--- config.mk ---
export PLATFORM = sky130hd
export DESIGN_NAME = tpu_host_dma_flat
export DESIGN_NICKNAME = d
export VERILOG_FILES = /design/src/rtl/tpu_host_dma_if.sv /design/src/rtl/tpu_host_dma.sv /design/src/flat_wrapper.sv
export SDC_FILE = /design/constraint.sdc
export NUM_CORES = 1
export LEC_CHECK = 0
export ABC_AREA = 1
export CAP_MARGIN = 20
export CORE_UTILIZATION = 49
export CTS_CLUSTER_DIAMETER = 60
export CTS_CLUSTER_SIZE = 24
export DETAILED_ROUTE_END_ITERATION = 6
export MAX_ROUTING_LAYER = met4
export PLACE_DENSITY = 0.87
export SYNTH_ARGS = -nofsm -noshare
export SYNTH_HDL_FRONTEND = slang
export SYNTH_SLANG_ARGS = --single-unit
--- constraint.sdc ---
create_clock -name clk -period 5.56 [get_ports clk]
set_input_delay 0.556 -clock clk [delete_from_list [all_inputs] [get_ports clk]]
set_output_delay 0.556 -clock clk [all_outputs]
set_load 0.01 [all_outputs]
--- src/rtl/tpu_host_dma_if.sv ---
// Signal bundle between the host DMA engine and its environment:
// command, write/read streams, tpu bus and status.
interface tpu_host_dma_if;
  logic        cmd_valid;
  logic        cmd_ready;
  logic [1:0]  cmd_op;
  logic [13:0] cmd_word_addr;
  logic [13:0] cmd_len;
  logic        in_valid;
  logic        in_ready;
  logic [63:0] in_data;
  logic        out_valid;
  logic        out_ready;
  logic [63:0] out_data;
  logic        axi_req;
  logic        axi_we;
  logic [63:0] axi_addr;
  logic [63:0] axi_wdata;
  logic [63:0] axi_rdata;
  logic        busy;
  logic        done;
  logic        err;

  modport master (
    input  cmd_valid, cmd_op, cmd_word_addr, cmd_len, in_valid, in_data, out_ready, axi_rdata,
    output cmd_ready, in_ready, out_valid, out_data, axi_req, axi_we, axi_addr, axi_wdata,
    output busy, done, err
  );

  modport slave (
    output cmd_valid, cmd_op, cmd_word_addr, cmd_len, in_valid, in_data, out_ready, axi_rdata,
    input  cmd_ready, in_ready, out_valid, out_data, axi_req, axi_we, axi_addr, axi_wdata,
    input  busy, done, err
  );
endinterface

--- src/rtl/tpu_host_dma.sv ---
// Host-side bus master for tpu: streams words into/out of UBUF/ICACHE and runs
// kernels by toggling EN and polling FINISH. One bus access outstanding at a time.
module tpu_host_dma #(
  parameter logic [63:0] BASE_ADDR     = 64'h4000_0000,
  parameter int unsigned POLL_GAP      = 8,
  parameter int unsigned TIMEOUT_POLLS = 1024
) (
  input logic            clk,
  input logic            rst,
  tpu_host_dma_if.master bus
);
  localparam logic [1:0]  OP_WRITE   = 2'd0;
  localparam logic [1:0]  OP_READ    = 2'd1;
  localparam logic [1:0]  OP_RUN     = 2'd2;
  localparam logic [13:0] EN_IDX     = 14'h2E00;
  localparam logic [13:0] FINISH_IDX = 14'h2E01;
  localparam int GAP_W = (POLL_GAP > 1) ? $clog2(POLL_GAP) : 1;
  localparam int PC_W  = (TIMEOUT_POLLS > 1) ? $clog2(TIMEOUT_POLLS) : 1;

  typedef enum logic [3:0] {
    ST_IDLE, ST_WR, ST_RD_REQ, ST_RD_WAIT, ST_RD_OUT, ST_RUN_EN,
    ST_POLL_REQ, ST_POLL_WAIT, ST_POLL_GAP, ST_RUN_CLR, ST_FIN
  } state_t;

  state_t            state_reg, state_next;
  logic [13:0]       addr_reg, addr_next;
  logic [13:0]       rem_reg, rem_next;
  logic [PC_W-1:0]   poll_cnt_reg, poll_cnt_next;
  logic [GAP_W-1:0]  gap_cnt_reg, gap_cnt_next;
  logic              abort_reg, abort_next;
  logic [63:0]       out_data_reg, out_data_next;
  logic              cmd_ready_reg, cmd_ready_next;
  logic              axi_req_reg, axi_req_next;
  logic              axi_we_reg, axi_we_next;
  logic [63:0]       axi_addr_reg, axi_addr_next;
  logic [63:0]       axi_wdata_reg, axi_wdata_next;
  logic [14:0]       last_idx;
  logic              range_ok;
  logic              in_ready_w;

  function automatic logic [63:0] byte_addr(input logic [13:0] idx);
    return BASE_ADDR + {47'd0, idx, 3'b000};
  endfunction

  // The range must sit wholly inside one buffer; 15-bit sum so an overflowing end is caught.
  assign last_idx = {1'b0, bus.cmd_word_addr} + {1'b0, bus.cmd_len} - 15'd1;
  assign range_ok = (last_idx <= 15'h29FF) ||
                    ((bus.cmd_word_addr >= 14'h2A00) && (last_idx <= 15'h2DFF));
  assign in_ready_w = (state_reg == ST_WR) && (rem_reg != 14'd0);

  always_comb begin
    state_next     = state_reg;
    addr_next      = addr_reg;
    rem_next       = rem_reg;
    poll_cnt_next  = poll_cnt_reg;
    gap_cnt_next   = gap_cnt_reg;
    abort_next     = abort_reg;
    out_data_next  = out_data_reg;
    axi_req_next   = 1'b0;
    axi_we_next    = axi_we_reg;
    axi_addr_next  = axi_addr_reg;
    axi_wdata_next = axi_wdata_reg;
    case (state_reg)
      ST_IDLE: begin
        if (bus.cmd_valid && cmd_ready_reg) begin
          addr_next     = bus.cmd_word_addr;
          rem_next      = bus.cmd_len;
          abort_next    = 1'b0;
          poll_cnt_next = '0;
          if (bus.cmd_op == OP_RUN) begin
            state_next = ST_RUN_EN;
          end else if (bus.cmd_op == OP_WRITE || bus.cmd_op == OP_READ) begin
            if (bus.cmd_len == 14'd0) begin
              state_next = ST_FIN;
            end else if (!range_ok) begin
              abort_next = 1'b1;
              state_next = ST_FIN;
            end else begin
              state_next = (bus.cmd_op == OP_WRITE) ? ST_WR : ST_RD_REQ;
            end
          end else begin
            abort_next = 1'b1;
            state_next = ST_FIN;
          end
        end
      end
      ST_WR: begin
        if (bus.in_valid && in_ready_w) begin
          axi_req_next   = 1'b1;
          axi_we_next    = 1'b1;
          axi_addr_next  = byte_addr(addr_reg);
          axi_wdata_next = bus.in_data;
          addr_next      = addr_reg + 14'd1;
          rem_next       = rem_reg - 14'd1;
          if (rem_reg == 14'd1) state_next = ST_FIN;
        end
      end
      ST_RD_REQ:  state_next = ST_RD_WAIT;
      ST_RD_WAIT: begin
        out_data_next = bus.axi_rdata;
        state_next    = ST_RD_OUT;
      end
      ST_RD_OUT: begin
        if (bus.out_ready) begin
          addr_next  = addr_reg + 14'd1;
          rem_next   = rem_reg - 14'd1;
          state_next = (rem_reg == 14'd1) ? ST_FIN : ST_RD_REQ;
        end
      end
      ST_RUN_EN:   state_next = ST_POLL_REQ;
      ST_POLL_REQ: state_next = ST_POLL_WAIT;
      ST_POLL_WAIT: begin
        if (bus.axi_rdata[0]) begin
          state_next = ST_RUN_CLR;
        end else if (poll_cnt_reg == PC_W'(TIMEOUT_POLLS - 1)) begin
          abort_next = 1'b1;
          state_next = ST_RUN_CLR;
        end else begin
          poll_cnt_next = poll_cnt_reg + 1'b1;
          gap_cnt_next  = '0;
          state_next    = ST_POLL_GAP;
        end
      end
      ST_POLL_GAP: begin
        if (gap_cnt_reg == GAP_W'(POLL_GAP - 1)) state_next = ST_POLL_REQ;
        else gap_cnt_next = gap_cnt_reg + 1'b1;
      end
      ST_RUN_CLR: state_next = ST_FIN;
      ST_FIN:     state_next = ST_IDLE;
      default:    state_next = ST_IDLE;
    endcase

    // Single-cycle request states get their bus access loaded on entry, so req is high while in them.
    case (state_next)
      ST_RD_REQ: begin
        axi_req_next  = 1'b1;
        axi_we_next   = 1'b0;
        axi_addr_next = byte_addr(addr_next);
      end
      ST_RUN_EN, ST_RUN_CLR: begin
        axi_req_next   = 1'b1;
        axi_we_next    = 1'b1;
        axi_addr_next  = byte_addr(EN_IDX);
        axi_wdata_next = (state_next == ST_RUN_EN) ? 64'd1 : 64'd0;
      end
      ST_POLL_REQ: begin
        axi_req_next  = 1'b1;
        axi_we_next   = 1'b0;
        axi_addr_next = byte_addr(FINISH_IDX);
      end
      default: ;
    endcase
    cmd_ready_next = (state_next == ST_IDLE);
  end

  always_ff @(posedge clk) begin
    if (rst) begin
      state_reg     <= ST_IDLE;
      addr_reg      <= '0;
      rem_reg       <= '0;
      poll_cnt_reg  <= '0;
      gap_cnt_reg   <= '0;
      abort_reg     <= 1'b0;
      out_data_reg  <= '0;
      cmd_ready_reg <= 1'b0;
      axi_req_reg   <= 1'b0;
      axi_we_reg    <= 1'b0;
      axi_addr_reg  <= '0;
      axi_wdata_reg <= '0;
    end else begin
      state_reg     <= state_next;
      addr_reg      <= addr_next;
      rem_reg       <= rem_next;
      poll_cnt_reg  <= poll_cnt_next;
      gap_cnt_reg   <= gap_cnt_next;
      abort_reg     <= abort_next;
      out_data_reg  <= out_data_next;
      cmd_ready_reg <= cmd_ready_next;
      axi_req_reg   <= axi_req_next;
      axi_we_reg    <= axi_we_next;
      axi_addr_reg  <= axi_addr_next;
      axi_wdata_reg <= axi_wdata_next;
    end
  end

  assign bus.cmd_ready = cmd_ready_reg;
  assign bus.in_ready  = in_ready_w;
  assign bus.out_valid = (state_reg == ST_RD_OUT);
  assign bus.out_data  = out_data_reg;
  assign bus.axi_req   = axi_req_reg;
  assign bus.axi_we    = axi_we_reg;
  assign bus.axi_addr  = axi_addr_reg;
  assign bus.axi_wdata = axi_wdata_reg;
  assign bus.busy      = (state_reg != ST_IDLE) && (state_reg != ST_FIN);
  assign bus.done      = (state_reg == ST_FIN);
  assign bus.err       = (state_reg == ST_FIN) && abort_reg;
endmodule

--- src/flat_wrapper.sv ---
// flat-port wrapper written by rule: the top's interface ports become plain ports
module tpu_host_dma_flat 
#(
  parameter logic [63:0] BASE_ADDR     = 64'h4000_0000,
  parameter int unsigned POLL_GAP      = 8,
  parameter int unsigned TIMEOUT_POLLS = 1024
)
  (clk, rst, bus_cmd_valid, bus_cmd_op, bus_cmd_word_addr, bus_cmd_len, bus_in_valid, bus_in_data, bus_out_ready, bus_axi_rdata, bus_cmd_ready, bus_in_ready, bus_out_valid, bus_out_data, bus_axi_req, bus_axi_we, bus_axi_addr, bus_axi_wdata, bus_busy, bus_done, bus_err);
  tpu_host_dma_if bus_i ();
  input logic clk;
  input logic rst;
  input wire logic [$bits(bus_i.cmd_valid)-1:0] bus_cmd_valid;
  input wire logic [$bits(bus_i.cmd_op)-1:0] bus_cmd_op;
  input wire logic [$bits(bus_i.cmd_word_addr)-1:0] bus_cmd_word_addr;
  input wire logic [$bits(bus_i.cmd_len)-1:0] bus_cmd_len;
  input wire logic [$bits(bus_i.in_valid)-1:0] bus_in_valid;
  input wire logic [$bits(bus_i.in_data)-1:0] bus_in_data;
  input wire logic [$bits(bus_i.out_ready)-1:0] bus_out_ready;
  input wire logic [$bits(bus_i.axi_rdata)-1:0] bus_axi_rdata;
  output wire logic [$bits(bus_i.cmd_ready)-1:0] bus_cmd_ready;
  output wire logic [$bits(bus_i.in_ready)-1:0] bus_in_ready;
  output wire logic [$bits(bus_i.out_valid)-1:0] bus_out_valid;
  output wire logic [$bits(bus_i.out_data)-1:0] bus_out_data;
  output wire logic [$bits(bus_i.axi_req)-1:0] bus_axi_req;
  output wire logic [$bits(bus_i.axi_we)-1:0] bus_axi_we;
  output wire logic [$bits(bus_i.axi_addr)-1:0] bus_axi_addr;
  output wire logic [$bits(bus_i.axi_wdata)-1:0] bus_axi_wdata;
  output wire logic [$bits(bus_i.busy)-1:0] bus_busy;
  output wire logic [$bits(bus_i.done)-1:0] bus_done;
  output wire logic [$bits(bus_i.err)-1:0] bus_err;
  assign bus_i.cmd_valid = bus_cmd_valid;
  assign bus_i.cmd_op = bus_cmd_op;
  assign bus_i.cmd_word_addr = bus_cmd_word_addr;
  assign bus_i.cmd_len = bus_cmd_len;
  assign bus_i.in_valid = bus_in_valid;
  assign bus_i.in_data = bus_in_data;
  assign bus_i.out_ready = bus_out_ready;
  assign bus_i.axi_rdata = bus_axi_rdata;
  assign bus_cmd_ready = bus_i.cmd_ready;
  assign bus_in_ready = bus_i.in_ready;
  assign bus_out_valid = bus_i.out_valid;
  assign bus_out_data = bus_i.out_data;
  assign bus_axi_req = bus_i.axi_req;
  assign bus_axi_we = bus_i.axi_we;
  assign bus_axi_addr = bus_i.axi_addr;
  assign bus_axi_wdata = bus_i.axi_wdata;
  assign bus_busy = bus_i.busy;
  assign bus_done = bus_i.done;
  assign bus_err = bus_i.err;
  tpu_host_dma #(.BASE_ADDR(BASE_ADDR), .POLL_GAP(POLL_GAP), .TIMEOUT_POLLS(TIMEOUT_POLLS)) u_core (.clk(clk), .rst(rst), .bus(bus_i));
endmodule
==> results.json <==
{
  "cts_resized": 0,
  "grt_pass1_wl_um": 47710,
  "fmax_mhz": 244.8,
  "yosys_warnings": 0,
  "synth-edff-count": 0,
  "path_max_fanout": 23,
  "num_rows": 51,
  "critPathLaunchType": "input pin",
  "cp_data_required_time_ns": 5.89,
  "antenna_found_initial": 0,
  "critPathCaptureType": "register",
  "final_cells": 1997,
  "worst_ep_arrival_time_ns": 4.41,
  "ir_worst_vdd_mv": 0.2538,
  "clock_sinks": 192,
  "fin_crit_sh_pct": 73.46,
  "vias": 10333,
  "worstMarginPinSlew_ns": 1.026,
  "wire_per_inst_um": 15.45,
  "io_buffers": 313,
  "post_synth_num_cell_types": 48,
  "globalRouteTotalUtil_pct": 30.31,
  "overflow": 0,
  "diodes": 0,
  "synth_seq_cells": 192,
  "htreeDepth": 4,
  "syn_avg_cell_area_um2": 6.821,
  "cts_root_buf": "clkbuf_16",
  "dp_cells": 1964,
  "io_pins": 363,
  "globalplace.congestion": 1.023,
  "cts_hold_buf": 0,
  "relSlewSlack_pct": 31.58,
  "core_area_um2": 19590,
  "cts_buffer_depth": 2,
  "path_class": "in -> reg",
  "stdcell_area_um2": 13550,
  "drv_cap": 0,
  "nNetsFinal": 1916,
  "drtIter0Drc": 836,
  "drive_above_1_share_pct": 3.753,
  "powerDensity_nw_per_um2": 362.5,
  "ys_async_sr_fraction_pct": 0,
  "clock_skew_ns": 0.01791,
  "status": "finished clean",
  "grt_max_degree": 94,
  "p_leak_nw": 5.865,
  "via_per_inst": 5.174,
  "dr.pass1.iters": 5,
  "synth_ff_type": "dfxtp_1",
  "netlist.area_leader.share_pct": 38.99,
  "start_util_pct": 50.32,
  "syn-instance-count": 1445,
  "setup_violations": 0,
  "clock_latency_ns": 0.44,
  "tns_ns": 0,
  "hpwl_um": 22580,
  "fp.dieH_um": 143.8,
  "place_area_um2": 12910,
  "cts_tree": "done",
  "synthTopCellsByArea": "dfxtp_1, nor2_1, nand2_1",
  "die_area_um2": 20690,
  "cts_setup_buffers": 0,
  "hold_path.class": "reg -> reg",
  "die_w_um": 143.8,
  "timing.final.max_slew_violations": 0,
  "grt_pass1_vias": 9560,
  "yosysTopAreaCell": "dfxtp_1",
  "cts_buffers": 17,
  "area_delta_synth_final_pct": 37.47,
  "syn_area_um2": 9857,
  "drc": 0,
  "rsz0062_at_grt": "false",
  "nFillCells": 1606,
  "yosysSeqAreaShare_pct": 38.99,
  "finalHoldViolCount": 0,
  "period_needed_ns": 4.085,
  "clk_pin_slew_ns": 0.08,
  "drt-total-wl_um": 30860,
  "postRouteAntennaNets": 0
}
## through the flow
stage | total power [mW] | hold WS [ns] | setup slack, ns | util [%]
after global placement | 3.584 | 0.4474 | 1.172 | 65.91
after CTS | 4.903 | 0.4636 | 1.516 | 69.07
final | 4.911 | 0.4633 | 1.475 | 69.17
after floorplan | 3.006 | 0.4388 | 2.290 | -
after detailed placement | 3.627 | 0.4513 | 1.107 | 65.91
after global routing | 5.220 | 0.4768 | 1.108 | 69.17
## logic make-up after synthesis
family / after synthesis / share of synthesized area (%)
simple gates: 663 / 28.24
buf+inv: 286 / 13.13
compound gates: 259 / 14.32
flops: 192 / 38.99
fa+ha+maj: 34 / 4.392
xor+xnor: 10 / 0.8886
other cells: 1 / 0.03804
## layer usage
metal | track usage (%) | part of all wire, % | vias to the layer above
met1 | 35.29 | 41 | 4766
met4 | 10.41 | 2.1 | 0
met3 | 7.164 | 7.2 | 45
li1 | - | - | 5094
met2 | 50.88 | 49 | 428
met5 | - | 0 | -
## path summary, 6_finish.rpt
check	startpoint	endpoint	slack, ns	cells after the start
setup / recovery	bus_cmd_len[1]	u_core.bus.axi_addr[15]	1.48	26
hold / removal	u_core.bus.axi_wdata[37]	u_core.bus.axi_wdata[37]	0.46	2
setup reg to reg	u_core.rem_reg[0]	u_core.bus.axi_wdata[1]	2.07	17
hold reg to reg	u_core.bus.axi_wdata[37]	u_core.bus.axi_wdata[37]	0.46	2
## power by group
| part | internal, mW | total, mW | leakage (nW) | switching, mW |
|---|---|---|---|---|
| logic | 0.750 | 1.96 | 4.01 | 1.21 |
| clock network | 0.629 | 1.27 | 0.300 | 0.641 |
| registers | 1.55 | 1.68 | 1.55 | 0.124 |
| total | 2.93 | 4.91 | 5.86 | 1.98 |
## cell usage in the layout, fill, tap and decap left out, drive strengths merged
master         Yosys  layout
a31oi              6       6
xor2               9       9
nand2            247     247
or2                1       1
nand4              9       9
nand3            115     115
inv              168     176
nor3              17      17
nor4               9       9
o211ai             2       2
fa                 1       1
a311oi             1       1
a32o               1       1
or3                1       1
clkbuf            55      18
o211a              1       1
conb               1      49
a221oi             1       1
and2               4       4
o221ai             1       1
clkinv             2       8
o31ai              2       2
o21ai            106     106
o21a               6       6
clkdlybuf4s50      0     311
o22ai             15      15
a21oi            108     108
a21o               1       1
nand3b             5       5
a21boi             1       1
nor3b              1       1
nor2             253     253
ha                33      33
dfxtp            192     192
buf               61      12
xnor2              1       1
a211oi             7       7
and3               1       1
## synthesized netlist by cell type, types with 2 or more instances
cell type	number
nor2_2	4
nand3_1	114
inv_2	5
o21ai_0	96
nor4_1	9
a21oi_1	108
nand3b_1	5
ha_1	33
and2_1	4
o211ai_1	2
buf_4	51
xor2_1	9
nand2_1	244
a31oi_1	6
inv_1	163
dfxtp_1	192
clkinv_1	2
buf_6	3
a211oi_1	6
buf_2	5
buf_1	2
nand2_2	3
o31ai_1	2
clkbuf_1	55
o21ai_1	9
nor3_1	17
nor2_4	2
nand4_1	9
nor2_1	247
o21a_1	6
o22ai_1	15
## cell type report
cell class / instances / area (um2) / area share (%)
clock buffer: 18 / 439.2 / 3.241
multi-input combinational: 1015 / 4907 / 36.21
timing repair buffer: 323 / 3211 / 23.69
inverter: 170 / 638.1 / 4.709
tap: 265 / 331.6 / 2.447
sequential: 192 / 3844 / 28.37
clock inverter: 14 / 180.2 / 1.330
## worst max-delay path, stage by stage
cell and delay, ns:
clkdlybuf4s50_1 0.51, inv_1 0.06, ha_1 0.29, inv_1 0.06, ha_1 0.17, inv_1 0.06, fa_1 0.36, inv_1 0.08
nand2_1 0.05, nand2_1 0.07, and2_1 0.12, nand2_1 0.10, nand4_1 0.10, nand2_1 0.06, nor2_1 0.14, nand3_1 0.09
nand3_1 0.09, nand2_1 0.08, nand3_1 0.08, nand2_2 0.08, nand2_1 0.07, inv_1 0.06, o21ai_2 0.41, nand2_2 0.38
o21ai_1 0.22, nor2_1 0.07
(Power assumes the default switching activity.)
